### src/rtl/commit_ctrl_if.sv
// Commit stage handshake bundle between the ROB head and commit_ctrl.
// The master side drives the ROB head and store_ack; the slave side is the controller.
interface commit_ctrl_if #(
  parameter int ENTRY_W = 4
);
  logic               head_valid;
  logic               head_ready;
  logic [ENTRY_W-1:0] head_entry;
  logic [1:0]         head_type;
  logic [5:0]         head_rd;
  logic [31:0]        head_result;
  logic               head_mispredict;
  logic [31:0]        head_target_pc;
  logic               store_ack;
  logic               head_pop;
  logic               commit_sgn;
  logic [ENTRY_W-1:0] rob_entry;
  logic [5:0]         rob_des;
  logic [31:0]        rob_result;
  logic               store_req;
  logic [ENTRY_W-1:0] store_entry;
  logic               rollback;
  logic [31:0]        rollback_pc;
  logic [31:0]        commit_count;

  modport master (
    output head_valid, head_ready, head_entry,
    output head_type, head_rd, head_result,
    output head_mispredict, head_target_pc,
    output store_ack,
    input  head_pop, commit_sgn, rob_entry,
    input  rob_des, rob_result, store_req,
    input  store_entry, rollback, rollback_pc,
    input  commit_count
  );

  modport slave (
    input  head_valid, head_ready, head_entry,
    input  head_type, head_rd, head_result,
    input  head_mispredict, head_target_pc,
    input  store_ack,
    output head_pop, commit_sgn, rob_entry,
    output rob_des, rob_result, store_req,
    output store_entry, rollback, rollback_pc,
    output commit_count
  );
endinterface

### src/rtl/commit_ctrl.sv
// In-order commit controller: retires the ROB head, sequences stores,
// and raises a rollback pulse plus dead cycles on a mispredicted branch.
module commit_ctrl #(
  parameter int         ENTRY_W   = 4,
  parameter int         FLUSH_CYC = 2,
  parameter logic [5:0] REG_NULL  = 6'd32
) (
  input logic         clk,
  input logic         rst,
  input logic         rdy,
  commit_ctrl_if.slave cif
);

  typedef enum logic [1:0] {
    IDLE       = 2'd0,
    STORE_WAIT = 2'd1,
    FLUSH      = 2'd2
  } state_t;

  localparam logic [3:0] FLUSH_INIT = 4'(FLUSH_CYC);

  state_t state_q;
  state_t state_d;

  logic [3:0]         flush_q;
  logic               commit_q;
  logic [ENTRY_W-1:0] entry_q;
  logic [5:0]         des_q;
  logic [31:0]        result_q;
  logic               sreq_q;
  logic [ENTRY_W-1:0] sentry_q;
  logic               rb_q;
  logic [31:0]        rb_pc_q;
  logic [31:0]        count_q;

  logic head_ok;
  logic is_store;
  logic mispred;
  logic has_rd;
  logic retire;
  logic store_go;
  logic store_done;

  // Reserved type 11 falls through as an ordinary ALU/load retire.
  assign head_ok  = rdy & cif.head_valid & cif.head_ready;
  assign is_store = (cif.head_type == 2'b01);
  assign mispred  = (cif.head_type == 2'b10) & cif.head_mispredict;
  assign has_rd   = (cif.head_rd != 6'd0) && (cif.head_rd != REG_NULL);

  always_ff @(posedge clk or posedge rst) begin
    if (rst) begin
      state_q <= IDLE;
    end else if (rdy) begin
      state_q <= state_d;
    end
  end

  always_comb begin
    state_d = state_q;
    unique case (state_q)
      IDLE: begin
        if (retire && mispred) begin
          state_d = FLUSH;
        end else if (store_go) begin
          state_d = STORE_WAIT;
        end
      end
      STORE_WAIT: begin
        if (store_done) begin
          state_d = IDLE;
        end
      end
      FLUSH: begin
        if (flush_q <= 4'd1) begin
          state_d = IDLE;
        end
      end
      default: state_d = IDLE;
    endcase
  end

  always_comb begin
    retire     = 1'b0;
    store_go   = 1'b0;
    store_done = 1'b0;
    unique case (state_q)
      IDLE: begin
        retire   = head_ok & ~is_store;
        store_go = head_ok & is_store;
      end
      STORE_WAIT: store_done = rdy & cif.store_ack;
      default: ;
    endcase
    cif.head_pop = retire | store_done;
  end

  always_ff @(posedge clk or posedge rst) begin
    if (rst) begin
      flush_q  <= '0;
      commit_q <= 1'b0;
      entry_q  <= '0;
      des_q    <= '0;
      result_q <= '0;
      sreq_q   <= 1'b0;
      sentry_q <= '0;
      rb_q     <= 1'b0;
      rb_pc_q  <= '0;
      count_q  <= '0;
    end else if (rdy) begin
      commit_q <= 1'b0;
      rb_q     <= 1'b0;
      if (retire) begin
        commit_q <= has_rd;
        entry_q  <= cif.head_entry;
        des_q    <= cif.head_rd;
        result_q <= cif.head_result;
        count_q  <= count_q + 32'd1;
        if (mispred) begin
          rb_q    <= 1'b1;
          rb_pc_q <= cif.head_target_pc;
          flush_q <= FLUSH_INIT;
        end
      end
      if (store_go) begin
        sreq_q   <= 1'b1;
        sentry_q <= cif.head_entry;
      end
      if (store_done) begin
        sreq_q  <= 1'b0;
        count_q <= count_q + 32'd1;
      end
      if (state_q == FLUSH && flush_q != 4'd0) begin
        flush_q <= flush_q - 4'd1;
      end
    end
  end

  assign cif.commit_sgn   = commit_q;
  assign cif.rob_entry    = entry_q;
  assign cif.rob_des      = des_q;
  assign cif.rob_result   = result_q;
  assign cif.store_req    = sreq_q;
  assign cif.store_entry  = sentry_q;
  assign cif.rollback     = rb_q;
  assign cif.rollback_pc  = rb_pc_q;
  assign cif.commit_count = count_q;

endmodule
### src/flat_wrapper.sv
// flat-port wrapper written by rule: the top's interface ports become plain ports
module commit_ctrl_flat 
#(
  parameter int         ENTRY_W   = 4,
  parameter int         FLUSH_CYC = 2,
  parameter logic [5:0] REG_NULL  = 6'd32
)
  (clk, rst, rdy, cif_head_valid, cif_head_ready, cif_head_entry, cif_head_type, cif_head_rd, cif_head_result, cif_head_mispredict, cif_head_target_pc, cif_store_ack, cif_head_pop, cif_commit_sgn, cif_rob_entry, cif_rob_des, cif_rob_result, cif_store_req, cif_store_entry, cif_rollback, cif_rollback_pc, cif_commit_count);
  commit_ctrl_if #(.ENTRY_W(ENTRY_W)) cif_i ();
  input logic clk;
  input logic rst;
  input logic rdy;
  input wire logic [$bits(cif_i.head_valid)-1:0] cif_head_valid;
  input wire logic [$bits(cif_i.head_ready)-1:0] cif_head_ready;
  input wire logic [$bits(cif_i.head_entry)-1:0] cif_head_entry;
  input wire logic [$bits(cif_i.head_type)-1:0] cif_head_type;
  input wire logic [$bits(cif_i.head_rd)-1:0] cif_head_rd;
  input wire logic [$bits(cif_i.head_result)-1:0] cif_head_result;
  input wire logic [$bits(cif_i.head_mispredict)-1:0] cif_head_mispredict;
  input wire logic [$bits(cif_i.head_target_pc)-1:0] cif_head_target_pc;
  input wire logic [$bits(cif_i.store_ack)-1:0] cif_store_ack;
  output wire logic [$bits(cif_i.head_pop)-1:0] cif_head_pop;
  output wire logic [$bits(cif_i.commit_sgn)-1:0] cif_commit_sgn;
  output wire logic [$bits(cif_i.rob_entry)-1:0] cif_rob_entry;
  output wire logic [$bits(cif_i.rob_des)-1:0] cif_rob_des;
  output wire logic [$bits(cif_i.rob_result)-1:0] cif_rob_result;
  output wire logic [$bits(cif_i.store_req)-1:0] cif_store_req;
  output wire logic [$bits(cif_i.store_entry)-1:0] cif_store_entry;
  output wire logic [$bits(cif_i.rollback)-1:0] cif_rollback;
  output wire logic [$bits(cif_i.rollback_pc)-1:0] cif_rollback_pc;
  output wire logic [$bits(cif_i.commit_count)-1:0] cif_commit_count;
  assign cif_i.head_valid = cif_head_valid;
  assign cif_i.head_ready = cif_head_ready;
  assign cif_i.head_entry = cif_head_entry;
  assign cif_i.head_type = cif_head_type;
  assign cif_i.head_rd = cif_head_rd;
  assign cif_i.head_result = cif_head_result;
  assign cif_i.head_mispredict = cif_head_mispredict;
  assign cif_i.head_target_pc = cif_head_target_pc;
  assign cif_i.store_ack = cif_store_ack;
  assign cif_head_pop = cif_i.head_pop;
  assign cif_commit_sgn = cif_i.commit_sgn;
  assign cif_rob_entry = cif_i.rob_entry;
  assign cif_rob_des = cif_i.rob_des;
  assign cif_rob_result = cif_i.rob_result;
  assign cif_store_req = cif_i.store_req;
  assign cif_store_entry = cif_i.store_entry;
  assign cif_rollback = cif_i.rollback;
  assign cif_rollback_pc = cif_i.rollback_pc;
  assign cif_commit_count = cif_i.commit_count;
  commit_ctrl #(.ENTRY_W(ENTRY_W), .FLUSH_CYC(FLUSH_CYC), .REG_NULL(REG_NULL)) u_core (.clk(clk), .rst(rst), .rdy(rdy), .cif(cif_i));
endmodule
### config.mk
export PLATFORM = sky130hd
export DESIGN_NAME = commit_ctrl_flat
export DESIGN_NICKNAME = d
export VERILOG_FILES = /design/src/rtl/commit_ctrl_if.sv /design/src/rtl/commit_ctrl.sv /design/src/flat_wrapper.sv
export SDC_FILE = /design/constraint.sdc
export NUM_CORES = 1
export LEC_CHECK = 0
export BUFFER_PORTS_ARGS = -buffer_cell sky130_fd_sc_hd__buf_4
export CORE_AREA = 8 8 110 112
export CTS_CLUSTER_DIAMETER = 60
export DETAILED_ROUTE_END_ITERATION = 8
export DIE_AREA = 0 0 118 120
export HOLD_SLACK_MARGIN = 0.08
export PLACE_DENSITY = 0.78
export RECOVER_POWER = 50
export SYNTH_ARGS = -nofsm -noshare
export SYNTH_HDL_FRONTEND = slang
export SYNTH_SLANG_ARGS = --single-unit
### constraint.sdc
create_clock -name clk -period 4.9 [get_ports clk]
set_input_delay 0.98 -clock clk [delete_from_list [all_inputs] [get_ports clk]]
set_output_delay 0.98 -clock clk [all_outputs]
set_load 0.02 [all_outputs]
=== Word-level counts from Yosys, hierarchy flattened ===
Index checks and enable logic that the tools add are counted.

* Add/subtract/negate cells: 2
* $lt $le $gt $ge: 1
* Eq/ne operators: 8
* Multiplexer cells: 18
* Bitwise gates (word level): 8
* Reductions and logical operators: 17

{| class="wikitable"
|+ Operators by type and width
! operator !! count
|-
| 32-bit two-way mux || 2
|-
| 32-bit by 1-bit adder with 32-bit output (second input constant) || 1
|-
| 4-bit two-way mux || 3
|-
| 1-bit two-way mux || 8
|-
| 2-bit two-way mux || 4
|-
| 2-bit AND reduction || 4
|-
| 2-bit nonzero test || 4
|-
| 1-bit AND || 6
|-
| 6-bit inequality test (second input constant) || 1
|-
| 2-bit one-hot mux with 3 select lines || 1
|-
| 3-bit AND reduction || 2
|-
| 6-bit nonzero test || 1
|-
| 2-bit by 1-bit == test with 1-bit output (second input constant) || 2
|-
| 2-bit == test (second input constant) || 2
|-
| 4-bit by 1-bit <= comparator with 1-bit output (second input constant) || 1
|-
| 2-bit by 1-bit inequality test with 1-bit output (second input constant) || 2
|-
| 4-bit AND reduction || 1
|-
| 4-bit nonzero test || 1
|-
| 4-bit by 1-bit subtractor with 4-bit output (second input constant) || 1
|-
| 1-bit logical AND || 3
|-
| 3-bit by 1-bit inequality test with 1-bit output (second input constant) || 1
|-
| 2-bit logical NOT || 1
|-
| 1-bit NOT || 1
|-
| 1-bit OR || 1
|}

* Bits in registers: 119
* Input bits: 83
* Output and inout bits: 114
* Word-level logic and storage cells: 65

=== Logic depth before layout (Yosys ltp) ===
* Depth after elaboration: 7
* Mapped depth: 7
* Depth with buffers taken out: 7

=== Worst setup path before layout ===
OpenSTA, ideal clock, no wires.

* Kind: input to output
* Start: in cif_head_valid
* End: out cif_head_pop
* Data arrival time: 2.042 ns
* Data required time: 3.920 ns
* Setup slack: 1.878 ns
* Stages: 3
* Buffers on the path: 0
* Path through: inv_1 or4_4 o21ai_1

* Word-level cells in the longest chain between the ends: 5

{| class="wikitable"
|+ Ends and longest elaborated chain
! element !! RTL line !! text
|-
| from (decl) || flat_wrapper.sv:13 || <nowiki>input wire logic [$bits(cif_i.head_valid)-1:0] cif_head_valid;</nowiki>
|-
| 1-bit AND (2 in series) || commit_ctrl.sv:45 || <nowiki>assign head_ok = rdy & cif.head_valid & cif.head_ready;</nowiki>
|-
| 1-bit AND || commit_ctrl.sv:88 || <nowiki>retire = head_ok & ~is_store;</nowiki>
|-
| 1-bit two-way mux || commit_ctrl.sv:86 || <nowiki>unique case (state_q)</nowiki>
|-
| 1-bit OR || commit_ctrl.sv:94 || <nowiki>cif.head_pop = retire | store_done;</nowiki>
|-
| to (decl) || flat_wrapper.sv:22 || <nowiki>output wire logic [$bits(cif_i.head_pop)-1:0] cif_head_pop;</nowiki>
|}

Every way passes these cells.

=== Worst setup path in the final report ===
* Start: in rdy
* End: reg u_core.rb_pc_q[15] (netlist: u_core.cif.rollback_pc[15])

* Word-level cells in the longest chain between the ends: 5

{| class="wikitable"
|+ Ends and longest elaborated chain
! element !! RTL line !! text
|-
| from (decl) || flat_wrapper.sv:12 || <nowiki>input logic rdy;</nowiki>
|-
| 1-bit AND (2 in series) || commit_ctrl.sv:45 ||
|-
| 1-bit AND || commit_ctrl.sv:88 ||
|-
| 1-bit two-way mux || commit_ctrl.sv:86 ||
|-
| 3-bit AND reduction (no source line) (*) || -- ||
|-
| to (signal assigned) || commit_ctrl.sv:120 || <nowiki>rb_pc_q <= cif.head_target_pc;</nowiki>
|-
| to (decl) || commit_ctrl.sv:33 || <nowiki>logic [31:0] rb_pc_q;</nowiki>
|}

Every way passes the cells marked *; elsewhere a longest branch is shown, timed or not.
A chain may end at the register's enable or synchronous reset.

==> impl_metrics.toml <==
[routing]
via_count = 3428
route.detailed.drc = 0
via_per_inst = 4.89
avgRoutedWirePerCell_um = 17.8
first_iter_violations = 154
antenna_left = 0
wl_um = 12500
drtPass1Iterations = 4

[logic_synthesis]
post-synth-top-count-cell = "dfrtp_1"
synth-edff-count = 0
synth-compound-area-share_pct = 1.32
synthAdderAreaFrac_pct = 1.04
syn-cell-area_sq_um = 4820
synthArstFlopShare_pct = 100
syn_avg_cell_area_sq_um = 14.3
synth_cell_types = 38
synthFlopType = "dfrtp_1"
synth_warnings = 0
synth-simple-area-share_pct = 9.11
synthTopCellsByArea = "dfrtp_1 62%, mux2_2 18%, xnor2_1 4.7%, nand2_1 1.4%, xor2_1 1.3%"
ys_ff_latch = 119
synth_mux_area_share_pct = 18.9
synth.top_cell.area_share_pct = 61.8
synth_top_family_by_area = "multiplexers"
synth_common_cells = "119 x dfrtp_1, 76 x mux2_2, 26 x xnor2_1"
synth_cells = 338
synth_nets = 425
seq_area_frac_synth_pct = 61.8
synth_xor_area_share_pct = 6.00
synth_area_leader_cell = "dfrtp_1"

[critical_path]
path_buf_inv = 3
crit_family = "simple AND/OR/NAND/NOR gates"
path_class = "in -> reg"
arrival_ns = 4.02
worstSetupStartpointType = "input port"
rrSetupSlack_ns = 1.52
worstSetupEndpointType = "flip-flop"
required_ns = 5.29
slowest_delay_ns = 1.26
r2r-end = "u_core.cif.rollback_pc[15]"
rr_worst_depth = 5
critPathMaxFanout = 26
cp_cell_sequence = "clkbuf_1, inv_1, or4_1, nor3_1, buf_4, mux2_2"
r2r_start = "u_core.state_q[0]"
slowest_stage = "nor3_1"

[floorplanning]
design.core.area_sq_um = 10500
pin_count = 197
rows = 38
dieArea_sq_um = 14200
start_util_pct = 45.9
die_y_um = 120
chipWidth_um = 118

[place]
hpwl_um = 9530
pre_cts_ws_ns = 1.63
gp_congestion = 0.821
io_buffer_count = 196
place_inst = 669

[pwr]
power_frac_comb_pct = 29.6
clkPwrFrac_pct = 31.0
p_switching_mw = 1.20
leakagePower_nw = 3.25
p_int_mw = 2.39
ir_worst_vdd_mv = 0.245
powerDensity_nw_per_um2 = 530
switching_share_pct = 33.4
pwr-share-seq_pct = 39.4

[grt]
globalRouteOverflowTotal = 0
grt_max_degree = 54
antenna_found_initial = 0
grt_pass1_wl_um = 19900
grt_use_total_pct = 17.8
grt_pass1_vias = 3637

[clock_network]
clkSlewWorstSetupHoldPaths_ns = 0.06
clkLatencyLatePin_ns = 0.51
cts_tree = "yes"
cts_resized = 0
clock_sinks = 119
htreeDepth = 4
clock-root-buffer = "clkbuf_8"
cts_hold_buf = 0
numCtsBuffers = 17
postCtsSetupBuffers = 0
clk_path_buf_depth = 2

[min_path]
min_to = "u_core.cif.commit_count[31]"
hold_depth = 1
min_path_type = "reg -> reg"
hold_path.startpoint = "u_core.cif.commit_count[31]"

[sta]
grt_setup_unrepaired = "no"
clock_skew_ns = 0.00748
drv_slew = 50
slew_headroom_pct = -28.6
fmax_ghz = 0.275
final-setup-viol-count = 0
tightest_slew_ns = 1.93
finalCriticalPeriod_ns = 3.64
setup_slack_ns = 1.26
hold_ws_ns = 0.472
setup_tns_ns = 0
timing.final.crit_share_pct = 74.3
hold_viol_final = 0

[cells_and_area]
diodes = 0
drive_above_1_share_pct = 47.4
synthToLayoutAreaGrowth_pct = 40.5
layout.nets = 635
stdcell_count = 701

[status]
status = "finished, violations left"
violations = "capacitance limit, slew limit"

[flow_run]
drv_cap = 2
area by class of cell:
cell class / instances / area [sq um]
Tap cell: 140 / 175
Multi-Input combinational cell: 202 / 1730
Sequential cell: 119 / 2980
Fill cell: 851 / 3730
Inverter: 9 / 35.0
Clock buffer: 19 / 432
Timing Repair Buffer: 199 / 1320
Clock inverter: 13 / 108
cell usage in the layout (no fill, tap or decap), types with 2 or more instances in the layout:
cell          n
nor3_1        5
xor2_1        7
buf_4       150
mux2_2       76
nand2_1      18
or4_1         2
clkinv_2      6
o21ai_0       3
clkinv_4      2
nor2_1       12
clkinvlp_4    4
clkbuf_16    16
and3_1        5
mux2_1        3
xnor2_1      26
nand2b_1      2
clkbuf_8      2
nor2b_1       2
clkbuf_1     48
ha_1          4
dfrtp_1     119
nand4b_1      3
a21o_1        3
mux2i_1       2
inv_1         8
nand3_1       9
nand4_1       6
and4_1        2
metal layers:
layer	vias to the layer above	GRT usage, %	part of all wire (%)
met2	122	30.2	51
li1	1605	-	-
met5	-	0	0
met1	1679	19.9	40
met4	0	7.61	2.3
met3	22	6.43	6.6
stage by stage:
step	utilization, %	total power [mW]	area (sq um)
detailed placement	61.3	2.64	6440
CTS	66.4	3.77	6980
floorplan	-	2.04	4820
finish	64.5	3.59	6770
global route	64.5	3.76	6770
global placement	61.3	2.59	6440
power by group through the flow:
stage	Combinational, mW	Sequential (mW)	Clock [mW]
after floorplan	0.301	1.74	0
after global placement	1.17	1.42	0
after detailed placement	1.20	1.44	0
after CTS	1.20	1.42	1.14
after global routing	1.13	1.46	1.18
final	1.06	1.42	1.11
worst max-delay path by stage:
stage	slack, ns	to	cells past startpoint	startpoint
3_3_place_gp	1.70	cif_head_pop	5	rdy
3_5_place_dp	1.63	u_core.cif.rob_result[24]	5	rdy
2_1_floorplan	0.76	u_core.cif.commit_count[0]	1	rst
5_1_grt	0.92	u_core.cif.rollback_pc[15]	6	rdy
6_report	1.26	u_core.cif.rollback_pc[15]	6	rdy
4_1_cts	1.69	cif_head_pop	5	rdy
registers in the layout, summed over array words and instances (netlist names), 2 cells and up:
name / cells
u_core.cif.rob_entry: 4
u_core.state_q: 2
u_core.cif.commit_count: 32
u_core.cif.rollback_pc: 32
u_core.cif.store_entry: 4
u_core.flush_q: 4
u_core.cif.rob_result: 32
u_core.cif.rob_des: 6
kinds of logic after synthesis:
logic type                 after synthesis
AOI/OAI and AO/OA                        9
xor gates and xnor gates                33
adders and majority gates                4
buffers and inverters                   17
DFF                                    119
muxes                                   81
and+or+nand+nor                         75
Power figures use the tool's default switching activity.
